==> src/rtl/cpu_mem_pkg.sv <==
// Shared types and defaults for the CPU data-memory arbiter slice.
package cpu_mem_pkg;

   localparam int          ADDR_W_DEFAULT    = 8;
   localparam int          DATA_W_DEFAULT    = 8;
   localparam int unsigned MEM_DEPTH_DEFAULT = 100;

   localparam logic PORT_IFU = 1'b0;
   localparam logic PORT_LSU = 1'b1;

   typedef enum logic [1:0] {
      IDLE,
      ACCESS,
      DONE
   } arb_state_e;

endpackage

==> src/rtl/arb_rr2.sv <==
// Two-input round-robin picker; the last-grant register moves only when a grant is taken.
module arb_rr2
   import cpu_mem_pkg::*;
(
   input  logic       clk,
   input  logic       reset,
   input  logic [1:0] req_i,
   input  logic       update_i,
   output logic       grant_o
);

   logic lastGrant_q;
   logic lastGrant_d;

   // On a tie the port that did not win last time goes first.
   always_comb begin
      grant_o     = PORT_IFU;
      lastGrant_d = lastGrant_q;
      if (req_i == 2'b11) begin
         grant_o = ~lastGrant_q;
      end else if (req_i[1]) begin
         grant_o = PORT_LSU;
      end
      if (update_i) begin
         lastGrant_d = grant_o;
      end
   end

   always_ff @(posedge clk) begin
      if (reset) begin
         lastGrant_q <= PORT_LSU;
      end else begin
         lastGrant_q <= lastGrant_d;
      end
   end

endmodule

==> src/rtl/mem_arbiter.sv <==
// Shares the single-ported data memory between instruction fetch (port 0) and load/store (port 1).
module mem_arbiter
   import cpu_mem_pkg::*;
#(
   parameter int          ADDR_W    = ADDR_W_DEFAULT,
   parameter int          DATA_W    = DATA_W_DEFAULT,
   parameter int unsigned MEM_DEPTH = MEM_DEPTH_DEFAULT
) (
   input  logic              clk,
   input  logic              reset,
   input  logic              p0_req,
   input  logic              p0_we,
   input  logic [ADDR_W-1:0] p0_addr,
   input  logic [DATA_W-1:0] p0_wdata,
   output logic              p0_ack,
   output logic [DATA_W-1:0] p0_rdata,
   output logic              p0_err,
   input  logic              p1_req,
   input  logic              p1_we,
   input  logic [ADDR_W-1:0] p1_addr,
   input  logic [DATA_W-1:0] p1_wdata,
   output logic              p1_ack,
   output logic [DATA_W-1:0] p1_rdata,
   output logic              p1_err,
   output logic [ADDR_W-1:0] mem_address,
   output logic              mem_operation,
   output logic [DATA_W-1:0] mem_wdata,
   input  logic [DATA_W-1:0] mem_rdata
);

   arb_state_e        state_q, state_d;
   logic              winner_q, winner_d;
   logic              we_q, we_d;
   logic              inRange_q, inRange_d;
   logic [ADDR_W-1:0] memAddress_q, memAddress_d;
   logic              memOp_q, memOp_d;
   logic [DATA_W-1:0] memWdata_q, memWdata_d;
   logic [1:0]        ack_q, ack_d;
   logic [1:0]        err_q, err_d;
   logic [DATA_W-1:0] rdata0_q, rdata0_d;
   logic [DATA_W-1:0] rdata1_q, rdata1_d;

   logic              grant;
   logic              grantTaken;
   logic              selWe;
   logic [ADDR_W-1:0] selAddr;
   logic [DATA_W-1:0] selWdata;
   logic              selInRange;
   logic [DATA_W-1:0] readValue;

   arb_rr2 u_arb (
      .clk      (clk),
      .reset    (reset),
      .req_i    ({p1_req, p0_req}),
      .update_i (grantTaken),
      .grant_o  (grant)
   );

   assign selWe      = (grant == PORT_LSU) ? p1_we    : p0_we;
   assign selAddr    = (grant == PORT_LSU) ? p1_addr  : p0_addr;
   assign selWdata   = (grant == PORT_LSU) ? p1_wdata : p0_wdata;
   assign selInRange = (32'(selAddr) < MEM_DEPTH);
   assign readValue  = inRange_q ? mem_rdata : '0;

   // memOp defaults low so the memory sees a write strobe only during ACCESS;
   // out-of-range commands never reach the memory and read back as zero.
   always_comb begin
      state_d      = state_q;
      winner_d     = winner_q;
      we_d         = we_q;
      inRange_d    = inRange_q;
      memAddress_d = memAddress_q;
      memOp_d      = 1'b0;
      memWdata_d   = memWdata_q;
      ack_d        = '0;
      err_d        = '0;
      rdata0_d     = rdata0_q;
      rdata1_d     = rdata1_q;
      grantTaken   = 1'b0;
      unique case (state_q)
         IDLE: begin
            if (p0_req || p1_req) begin
               grantTaken   = 1'b1;
               winner_d     = grant;
               we_d         = selWe;
               inRange_d    = selInRange;
               memAddress_d = selInRange ? selAddr : '0;
               memOp_d      = selWe & selInRange;
               memWdata_d   = selWdata;
               state_d      = ACCESS;
            end
         end
         ACCESS: begin
            ack_d[winner_q] = 1'b1;
            err_d[winner_q] = ~inRange_q;
            if (!we_q) begin
               if (winner_q == PORT_LSU) begin
                  rdata1_d = readValue;
               end else begin
                  rdata0_d = readValue;
               end
            end
            state_d = DONE;
         end
         DONE: begin
            state_d = IDLE;
         end
         default: begin
            state_d = IDLE;
         end
      endcase
   end

   always_ff @(posedge clk) begin
      if (reset) begin
         state_q      <= IDLE;
         winner_q     <= PORT_IFU;
         we_q         <= 1'b0;
         inRange_q    <= 1'b0;
         memAddress_q <= '0;
         memOp_q      <= 1'b0;
         memWdata_q   <= '0;
         ack_q        <= '0;
         err_q        <= '0;
         rdata0_q     <= '0;
         rdata1_q     <= '0;
      end else begin
         state_q      <= state_d;
         winner_q     <= winner_d;
         we_q         <= we_d;
         inRange_q    <= inRange_d;
         memAddress_q <= memAddress_d;
         memOp_q      <= memOp_d;
         memWdata_q   <= memWdata_d;
         ack_q        <= ack_d;
         err_q        <= err_d;
         rdata0_q     <= rdata0_d;
         rdata1_q     <= rdata1_d;
      end
   end

   assign p0_ack        = ack_q[0];
   assign p1_ack        = ack_q[1];
   assign p0_err        = err_q[0];
   assign p1_err        = err_q[1];
   assign p0_rdata      = rdata0_q;
   assign p1_rdata      = rdata1_q;
   assign mem_address   = memAddress_q;
   assign mem_operation = memOp_q;
   assign mem_wdata     = memWdata_q;

endmodule

==> config.mk <==
export PLATFORM = sky130hd
export DESIGN_NAME = mem_arbiter
export DESIGN_NICKNAME = d
export VERILOG_FILES = /design/src/rtl/cpu_mem_pkg.sv /design/src/rtl/arb_rr2.sv /design/src/rtl/mem_arbiter.sv
export SDC_FILE = /design/constraint.sdc
export NUM_CORES = 1
export LEC_CHECK = 0
export CORE_MARGIN = 5
export CORE_UTILIZATION = 25
export DETAILED_ROUTE_END_ITERATION = 7
export GPL_ROUTABILITY_DRIVEN = 0
export PLACE_DENSITY_LB_ADDON = 0.05
export SYNTH_ARGS = -nofsm -noshare
export SYNTH_HDL_FRONTEND = slang
export SYNTH_SLANG_ARGS = --single-unit
==> constraint.sdc <==
create_clock -name clk -period 2.96 [get_ports clk]
set_clock_uncertainty 0.2 [all_clocks]
set_input_delay 0.592 -clock clk [delete_from_list [all_inputs] [get_ports clk]]
set_output_delay 0.592 -clock clk [all_outputs]
set_load 0.005 [all_outputs]
==> qor.yml, run 1 <==
syn_inst: 189
vias: 1574
syn-num-nets: 235
firstDrtPassIters: 4
tns_ns: 0
syn2layout_area_growth_pct: 55.0
grt_start_max_net_pins: 20
post-route-min-period_ns: 2.09
arrival_ns: 2.07
cts_root_buffer: "clkbuf_8"
ir_drop_mv: 0.213
grt_pass1_wl_mm: 7.65
ctsHoldBuffers: 0
dieArea_sq_um: 8970
crit_chain: "clkdlybuf4s50_1 > a21boi_2 > buf_4 > nor3_2 > o21ai_4 > o21ai_1"
clkTransAtPathRegs_ns: 0.09
drc: 0
drt_iter0_markers: 57
wl_mm: 4.90
portBuffers: 82
rsz0062_at_grt: "no"
holdWs_ns: 0.251
dieWidth_um: 94.7
ctsResizeCount: 0
syn_area_per_cell_sq_um: 9.49
seq_power_share_pct: 47.3
p_sw_w: 0.000338
crit_path_max_fanout: 19
max_stage_delay_ns: 0.49
hold_end: "mem_address[1]$_SDFFE_PP0P_"
worstReg2RegEnd: "p1_rdata[3]$_SDFFE_PP0P_"
grt.total_usage_pct: 10.9
synth.cell_area_sq_um: 1790
insertion_delay_ns: 0.30
hold_start: "mem_address[1]$_SDFFE_PP0P_"
synth-seq-cells: 43
start_kind: "input pin"
hold_violations: 0
final.period_utilization_pct: 70.4
hold_path_depth: 2
via_per_inst: 4.30
cts_made_buffers: 5
max_freq_ghz: 0.480
synth_top_area_share_pct: 48.0
netlist_top_cells_area: "dfxtp_1 48%, mux2i_1 8.9%, a211oi_2 6.3%"
cts_buffer_depth: 2
ys_types: 33
start_util_pct: 26.0
setup_viol: 0
dieHeight_um: 94.7
coreArea_sq_um: 6910
synth_top_cell_by_area: "dfxtp_1"
p_clk_share_pct: 34.7
cp_slowest_cell: "clkdlybuf4s50_1"
grt_pass1_vias: 1578
cts_max_level: 2
n_antenna_cell: 0
antenna_left: 0
cp-end-kind: "flop"
design.portCount: 83
fin_nets: 315
yosysWarnings: 0
hold_path_class: "reg2reg"
cts_tree: "done"
rows: 30
r2r_cells: 4
status: "completed"
worstPathRequired_ns: 2.94
max-slew-margin-rel_pct: 58.1
grt_antenna_before_repair: 0
overflow: 0
postCtsSetupBuffers: 0
cts_sinks: 43
critPathKind: "in2reg"
leakage_nw: 0.982
seq_area_frac_synth_pct: 48.0
cellPowerDensity_nw_per_um2: 481
final-max-slew-violation-count: 0
r2r-start: "winner_q$_SDFFE_PP0P_"
tightest_slew_ns: 0.624
internal_power_w: 0.000999
hpwlAfterDp_mm: 3.67
detail_route.wl_per_cell_um: 13.4
final_common_cell: "clkdlybuf4s50_1"
most-common-layout-cells: "82 x clkdlybuf4s50_1, 43 x dfxtp_1, 27 x nor2_1, 26 x nand2_1, 17 x a21oi_1"
cap_viol_max_count: 0
drive_above_1_share_pct: 11.5
swShare_pct: 25.3
reg2reg_slack_ns: 1.26
combinationalPowerShare_pct: 18.0
-- cell usage after synthesis (all sizes together) --
| master | instances |
|---|---|
| a211oi | 9 |
| a21boi | 1 |
| a21oi | 18 |
| a22oi | 1 |
| a31oi | 1 |
| and2 | 3 |
| and3b | 1 |
| buf | 8 |
| clkbuf | 4 |
| dfxtp | 43 |
| mux2i | 16 |
| nand2 | 26 |
| nand2b | 1 |
| nand3 | 8 |
| nand4bb | 1 |
| nor2 | 29 |
| nor2b | 1 |
| nor3 | 3 |
| nor3b | 1 |
| nor4 | 1 |
| o21ai | 8 |
| o311a | 2 |
| or2 | 2 |
| or3 | 1 |
-- state kept, by name, summed over array words and instances, names as in the netlist --
name / flops
we_q: 1
winner_q: 1
ack_q: 2
mem_wdata: 8
mem_operation: 1
p1_rdata: 8
u_arb.lastGrant_q: 1
err_q: 2
inRange_q: 1
p0_rdata: 8
state_q: 2
mem_address: 8
-- area by class of cell --
class	count	area (sq um)
Clock inverter	3	43.8
Multi-Input combinational cell	134	845
Timing Repair Buffer	85	843
Fill cell	731	4130
Tap cell	96	120
Sequential cell	43	861
Clock buffer	5	68.8
-- critical path, delay by kind of cell --
kind                   cells  cell delay (ns)
AOI/OAI and AO/OA          3             0.55
buffers and inverters      2             0.80
and+or+nand+nor            1             0.11
-- logic make-up after synthesis --
kind of cell           after synthesis  share of synthesized area [%]
buffers and inverters               12                           4.95
flip-flops                          43                           48.0
AO/OA/AOI/OAI                       40                           16.9
multiplexers                        16                           8.93
AND/OR/NAND/NOR                     78                           21.3
-- power groups by stage --
stage	combinational [W]	clock (W)	sequential (W)
after global routing	0.000263	0.000510	0.000636
after CTS	0.000246	0.000490	0.000633
after detailed placement	0.000245	0	0.000646
after global placement	0.000245	0	0.000646
after floorplan	0.000128	0	0.000640
final	0.000241	0.000464	0.000632
-- worst max path at each step --
stage	slack, ns	startpoint	cells after the start	endpoint
after floorplan	1.25	p1_req	6	we_q$_SDFFE_PP0P_
after global routing	0.75	p1_req	6	mem_address[4]$_SDFFE_PP0P_
after CTS	0.85	p1_req	6	mem_address[6]$_SDFFE_PP0P_
final	0.87	p1_req	6	mem_address[6]$_SDFFE_PP0P_
after global placement	0.58	p1_req	6	mem_address[1]$_SDFFE_PP0P_
after detailed placement	0.52	p1_req	6	mem_address[6]$_SDFFE_PP0P_
-- through the flow --
stage	instances	utilization (%)	instance area, sq um	setup WS (ns)	power, W
final	366	40.3	2780	0.875	0.00134
after global routing	366	40.3	2780	0.746	0.00141
after CTS	366	40.3	2780	0.854	0.00137
after detailed placement	358	38.6	2670	0.518	0.000891
after global placement	358	38.6	2670	0.578	0.000891
after floorplan	189	-	1790	1.25	0.000768
-- layer usage --
metal	up-vias	wire length (um)	GRT usage [%]
met3	7	390	4.06
met4	0	61	3.61
met1	707	2300	14.4
met2	50	2150	16.3
met5	-	0	0
li1	810	-	-
No activity file was read; power rests on OpenSTA's default activity.
==> inputs of run 2 (changes only) <==
- clock period: 2.96 -> 2.1 ns (I/O delays scaled with it)
==> run 2 against run 1 <==
First-iteration DRC count is 11% higher; clock power rose by 45%; global-route usage increased by 0.36 points; setup slack lost 0.56 ns; sequential power up 41%; critical path type is now reg2out; sequential share of layout area shrank 0.81 points; clock-buffer cell count increased by 1; flip-flop and latch count unchanged; combinational power up 50%; via count is 1.3% lower; utilization increased by 1.1 points.
==> qor.yml, run 2 (same netlist as run 1, synthesis figures left out) <==
status: "completed"  # unchanged
worstPathRequired_ns: 1.48  # was 2.94 ns
n_antenna_cell: 0  # unchanged
wl_mm: 4.88  # was 4.90 mm
drc: 0  # unchanged
cts_root_buffer: "clkbuf_8"  # unchanged
hold_violations: 0  # unchanged
hold_path_depth: 2  # unchanged
crit_path_max_fanout: 2  # was 19
final_common_cell: "clkdlybuf4s50_1"  # unchanged
antenna_left: 0  # unchanged
cts_max_level: 2  # unchanged
grt.total_usage_pct: 11.2  # was 10.9%
met2_usage_pct: 17.4  # was 16.3%
design.portCount: 83  # unchanged
cellPowerDensity_nw_per_um2: 674  # was 481 nW/um^2
final.period_utilization_pct: 84.9
insertion_delay_ns: 0.29  # was 0.30 ns
detail_route.wl_per_cell_um: 13.1  # was 13.4 um
syn2layout_area_growth_pct: 59.2  # was 55.0%
arrival_ns: 1.16  # was 2.07 ns
start_util_pct: 26.0  # unchanged
start_kind: "flop"  # was input pin
tightest_slew_ns: 0.563  # was 0.624 ns
rsz0062_at_grt: "no"  # unchanged
hpwlAfterDp_mm: 3.71  # was 3.67 mm
crit_chain: "clkdlybuf4s50_1"  # was clkdlybuf4s50_1 > a21boi_2 > buf_4 > nor3_2 > o21ai_4 > o21ai_1
firstDrtPassIters: 4  # unchanged
cts_sinks: 43  # unchanged
final-max-slew-violation-count: 0  # unchanged
setup_viol: 0  # unchanged
cap_viol_max_count: 0  # unchanged
cp_slowest_cell: "clkdlybuf4s50_1"  # unchanged
coreArea_sq_um: 6910  # unchanged
most-common-layout-cells: "82 x clkdlybuf4s50_1, 43 x dfxtp_1, 27 x nor2_1, 26 x nand2_1, 17 x a21oi_1"  # unchanged
fin_nets: 321  # was 315
clkTransAtPathRegs_ns: 0.08  # was 0.09 ns
rows: 30  # unchanged
cp-end-kind: "output port"  # was flop
ctsResizeCount: 0  # unchanged
drt_iter0_markers: 63  # was 57
cts_tree: "done"  # unchanged
dieHeight_um: 94.7  # unchanged
grt_pass1_wl_mm: 7.91  # was 7.65 mm
dieArea_sq_um: 8970  # unchanged
cts_made_buffers: 5  # unchanged
seq_area_sq_um: 861  # unchanged
crit_family: "buffers and inverters"  # unchanged
portBuffers: 82  # unchanged
r2r_cells: 4  # unchanged
seq_power_share_pct: 46.2  # was 47.3%
p_clk_share_pct: 35.0  # was 34.7%
overflow: 0  # unchanged
path_buf_inv: 1  # was 2
grt_pass1_vias: 1603  # was 1,578
tns_ns: 0  # unchanged
ctsHoldBuffers: 0  # unchanged
max-slew-margin-rel_pct: 62.3  # was 58.1%
postCtsSetupBuffers: 0  # unchanged
grt_antenna_before_repair: 0  # unchanged
critPathKind: "reg2out"  # was in2reg
dieWidth_um: 94.7  # unchanged
via_per_inst: 4.17  # was 4.30
internal_power_w: 0.00146  # was 0.000999 W
p_sw_w: 0.000469  # was 0.000338 W
crit_cells: 1  # was 6
max_freq_ghz: 0.561
max_stage_delay_ns: 0.53  # was 0.49 ns
leakage_nw: 1.02  # was 0.982 nW
cts_buffer_depth: 2  # unchanged
busiest_layer: "met2"  # unchanged
use_met3_pct: 3.67  # was 4.06%
grt_start_max_net_pins: 19  # was 20
hold_path_class: "reg2reg"  # unchanged
drive_above_1_share_pct: 13.4  # was 11.5%
ir_drop_mv: 0.274  # was 0.213 mV
finish.utilization_pct: 41.4  # was 40.3%
grt_use_met1_pct: 14.7  # was 14.4%
post-route-min-period_ns: 1.78
swShare_pct: 24.4  # was 25.3%
fill_cells: 725  # was 731
vias: 1553  # was 1,574
multiInputGateArea_sq_um: 845  # unchanged
combinationalPowerShare_pct: 18.8  # was 18.0%
==> run 2: final timing paths <==
check                           slack, ns                          end                   startpoint
worst min-delay path                 0.25  mem_address[0]$_SDFFE_PP0P_  mem_address[0]$_SDFFE_PP0P_
worst max register to register       0.51     p0_rdata[6]$_SDFFE_PP0P_      state_q[1]$_SDFFE_PP0P_
worst max-delay path                 0.32                  p0_rdata[5]     p0_rdata[5]$_SDFFE_PP0P_
worst min register to register       0.25  mem_address[0]$_SDFFE_PP0P_  mem_address[0]$_SDFFE_PP0P_
==> run 2: power by group through the flow <==
stage                     Sequential (W)  Combinational [W]  Clock [W]
after CTS                       0.000890           0.000368   0.000698
after global routing            0.000896           0.000396   0.000734
after detailed placement        0.000909           0.000367          0
final                           0.000889           0.000362   0.000673
after global placement          0.000909           0.000367          0
after floorplan                 0.000902           0.000180          0
==> run 2: layout make-up <==
class | instances | share of cell area (%)
clock buffer | 6 | 2.89
clock inverter | 2 | 1.23
multi-input combinational | 134 | 29.6
sequential | 43 | 30.1
tap | 96 | 4.20
timing repair buffer | 91 | 32.0
==> run 2: metrics by stage <==
stage / total power, W / setup slack (ns) / std cells / hold WS, ns / cell area, sq um
floorplan: 0.00108 / 0.560 / 189 / 0.245 / 1790
global placement: 0.00128 / 0.0575 / 364 / 0.239 / 2740
detailed placement: 0.00128 / 0.0249 / 364 / 0.245 / 2740
CTS: 0.00196 / 0.305 / 372 / 0.257 / 2860
global route: 0.00203 / 0.253 / 372 / 0.281 / 2860
finish: 0.00192 / 0.317 / 372 / 0.251 / 2860
==> run 2: per-layer routing <==
metal	wire length, um	share of wire, %
met1	2330	48
met2	2190	45
met3	315	6.5
met4	44	0.90
met5	0	0
==> inputs of run 3 (changes only) <==
- clock period: 2.1 -> 1.4 ns (I/O delays scaled with it)
==> run 3 against run 2 <==
The flow now finishes with violations (negative setup slack); sequential power increased by 50%; clock-buffer cell count down 1; setup slack worse by 0.38 ns; power increased by 55%; routed wire length rose by 13%; critical path depth up 4; final area grew 12%; global-route usage up 0.78 points; via count increased by 11%; utilization up 4.9 points; sequential share of layout area fell by 2.3 points; combinational power up 92%; critical endpoint is now mem_address[5]$_SDFFE_PP0P_.
==> qor.yml, run 3 (same netlist as run 1, synthesis figures left out) <==
hpwlAfterDp_mm: 3.88  # was 3.71 mm
grt_pass1_wl_mm: 8.42  # was 7.91 mm
hold_path_depth: 3  # was 2
r2r_cells: 5  # was 4
grt_antenna_before_repair: 0  # unchanged
via_per_inst: 4.32  # was 4.17
critPathKind: "in2reg"  # was reg2out
max-slew-margin-rel_pct: 79.5  # was 62.3%
post-route-min-period_ns: 1.46
most-common-layout-cells: "37 x clkdlybuf4s50_1, 36 x dlygate4sd2_1, 27 x nor2_1, 24 x dfxtp_1, 24 x buf_4"  # was 82 x clkdlybuf4s50_1, 43 x dfxtp_1, 27 x nor2_1, 26 x nand2_1, 17 x a21oi_1
r2r-start: "u_arb.lastGrant_q$_SDFFE_PP1P_"  # was state_q[1]$_SDFFE_PP0P_
cts_root_buffer: "clkbuf_8"  # unchanged
n_antenna_cell: 0  # unchanged
violations: "negative setup slack"
dieHeight_um: 94.7  # unchanged
dpl_cell_area_sq_um: 2830  # was 2740 sq um
seq_area_sq_um: 890  # was 861 sq um
drive_above_1_share_pct: 36.8  # was 13.4%
fill_cells: 732  # was 725
final_common_cell: "clkdlybuf4s50_1"  # unchanged
final.period_utilization_pct: 104
cts_max_level: 2  # unchanged
status: "finished, violations left"  # was completed
cts_tree: "done"  # unchanged
grt_pass1_vias: 1674  # was 1,603
hold_end: "mem_address[2]$_SDFFE_PP0P_"  # was mem_address[0]$_SDFFE_PP0P_
cts_made_buffers: 5  # unchanged
final-max-slew-violation-count: 0  # unchanged
setup_viol: 23  # was 0
cts_buffer_depth: 2  # unchanged
ir_drop_mv: 0.469  # was 0.274 mV
wl_mm: 5.52  # was 4.88 mm
hold_violations: 0  # unchanged
tightest_slew_ns: 0.307  # was 0.563 ns
antenna_left: 0  # unchanged
crit_path_max_fanout: 5  # was 2
worstReg2RegEnd: "mem_wdata[2]$_SDFFE_PP0P_"  # was p0_rdata[6]$_SDFFE_PP0P_
cap_viol_max_count: 0  # unchanged
rows: 30  # unchanged
dieArea_sq_um: 8970  # unchanged
grt.total_usage_pct: 12.0  # was 11.2%
rsz0062_at_grt: "yes"  # was no
cellPowerDensity_nw_per_um2: 932  # was 674 nW/um^2
start_kind: "input pin"  # was flop
hold_path_class: "in2reg"  # was reg2reg
arrival_ns: 1.48  # was 1.16 ns
hold_start: "p1_addr[2]"  # was mem_address[0]$_SDFFE_PP0P_
syn2layout_area_growth_pct: 78.2  # was 59.2%
portBuffers: 82  # unchanged
leakage_nw: 1.31  # was 1.02 nW
detail_route.wl_per_cell_um: 13.9  # was 13.1 um
overflow: 0  # unchanged
clkTransAtPathRegs_ns: 0.08  # about the same
dieWidth_um: 94.7  # unchanged
fin_nets: 347  # was 321
design.portCount: 83  # unchanged
vias: 1718  # was 1,553
insertion_delay_ns: 0.28  # was 0.29 ns
start_util_pct: 26.0  # unchanged
cp-end-kind: "flop"  # was output port
drt_iter0_markers: 47  # was 63
cts_sinks: 43  # unchanged
reg2reg_slack_ns: -0.03  # was 0.51 ns
max_freq_ghz: 0.685
multiInputGateArea_sq_um: 1040  # was 845 sq um
grt_start_max_net_pins: 20  # was 19
fin_area_sq_um: 3200  # was 2860 sq um
worstPathRequired_ns: 1.42  # was 1.48 ns
fin_ws_ns: -0.0605  # was 0.317 ns
coreArea_sq_um: 6910  # unchanged
firstDrtPassIters: 4  # unchanged
drc: 0  # unchanged
place_ws_ns: -0.514  # was 0.0249 ns
-- run 3: changes by cell type in the layout (fill, tap and decap cells not counted), sizes merged --
cell           delta
clkinv            +1
and2              +3
clkdlybuf4s50    -45
clkbuf            +1
nor2              +1
clkdlybuf4s15     +7
dlygate4sd2      +36
buf              +21
o21ai             +1
-- run 3: worst max-delay path, stage by stage --
cell           delay [ns]
dlygate4sd2_1        0.26
o311a_1              0.39
nor3_4               0.30
o21ai_4              0.13
o21ai_1              0.12
-- run 3: area by class of cell --
cell class	instances	area share, %
clock buffers	5	2.15
flip-flops and latches	43	27.8
multi-input cells	139	32.7
clock inverters	3	1.37
well taps	96	3.76
repair buffers	112	32.2
-- run 3: how the worst max path moves through the flow --
| stage | startpoint | to | slack, ns |
|---|---|---|---|
| finish | p0_addr[2] | mem_address[5]$_SDFFE_PP0P_ | -0.06 |
| global route | u_arb.lastGrant_q$_SDFFE_PP1P_ | mem_address[4]$_SDFFE_PP0P_ | -0.09 |
| detailed placement | p1_req | mem_address[5]$_SDFFE_PP0P_ | -0.51 |
| global placement | p1_req | mem_wdata[6]$_SDFFE_PP0P_ | -0.48 |
| CTS | u_arb.lastGrant_q$_SDFFE_PP1P_ | mem_address[5]$_SDFFE_PP0P_ | -0.07 |
| floorplan | p1_req | we_q$_SDFFE_PP0P_ | 0.002 |
-- run 3: per-layer routing --
layer	wire length [um]	GRT usage [%]	vias up
met5	0	0	-
met4	22	2.88	0
met3	393	4.14	2
met2	2550	18.8	50
met1	2550	15.8	785
li1	-	-	881
-- run 3: power breakdown --
group	internal, W	leakage [nW]	total [W]	switching (W)
clock	0.000532	0.0581	0.000959	0.000428
combinational	0.000396	0.897	0.000695	0.000298
sequential	0.00129	0.359	0.00133	0.0000392
total	0.00222	1.31	0.00298	0.000765
-- run 3: repair_timing --
| action | CTS | global route |
|---|---|---|
| endpoints found under the hold margin | 0 | 0 |
| hold buffers | 0 | 0 |
| pin swaps | 23 | 30 |
| gates resized for setup | 71 | 47 |
| setup buffers | 7 | 5 |
| gates cloned | 3 | 2 |
| setup endpoints to repair | 64 | 41 |
-- run 3: metrics by stage --
stage / setup TNS [ns] / hold WS [ns] / cells / total power (W) / utilization [%]
2_1_floorplan: 0 / 0.160 / 189 / 0.00163 / -
3_3_place_gp: -13.40 / 0.236 / 375 / 0.00196 / 41.0
3_5_place_dp: -13.49 / 0.247 / 375 / 0.00196 / 41.0
4_1_cts: -0.625 / 0.188 / 392 / 0.00297 / 43.9
5_1_grt: -1.44 / 0.225 / 398 / 0.00316 / 46.3
6_report: -0.662 / 0.203 / 398 / 0.00298 / 46.3
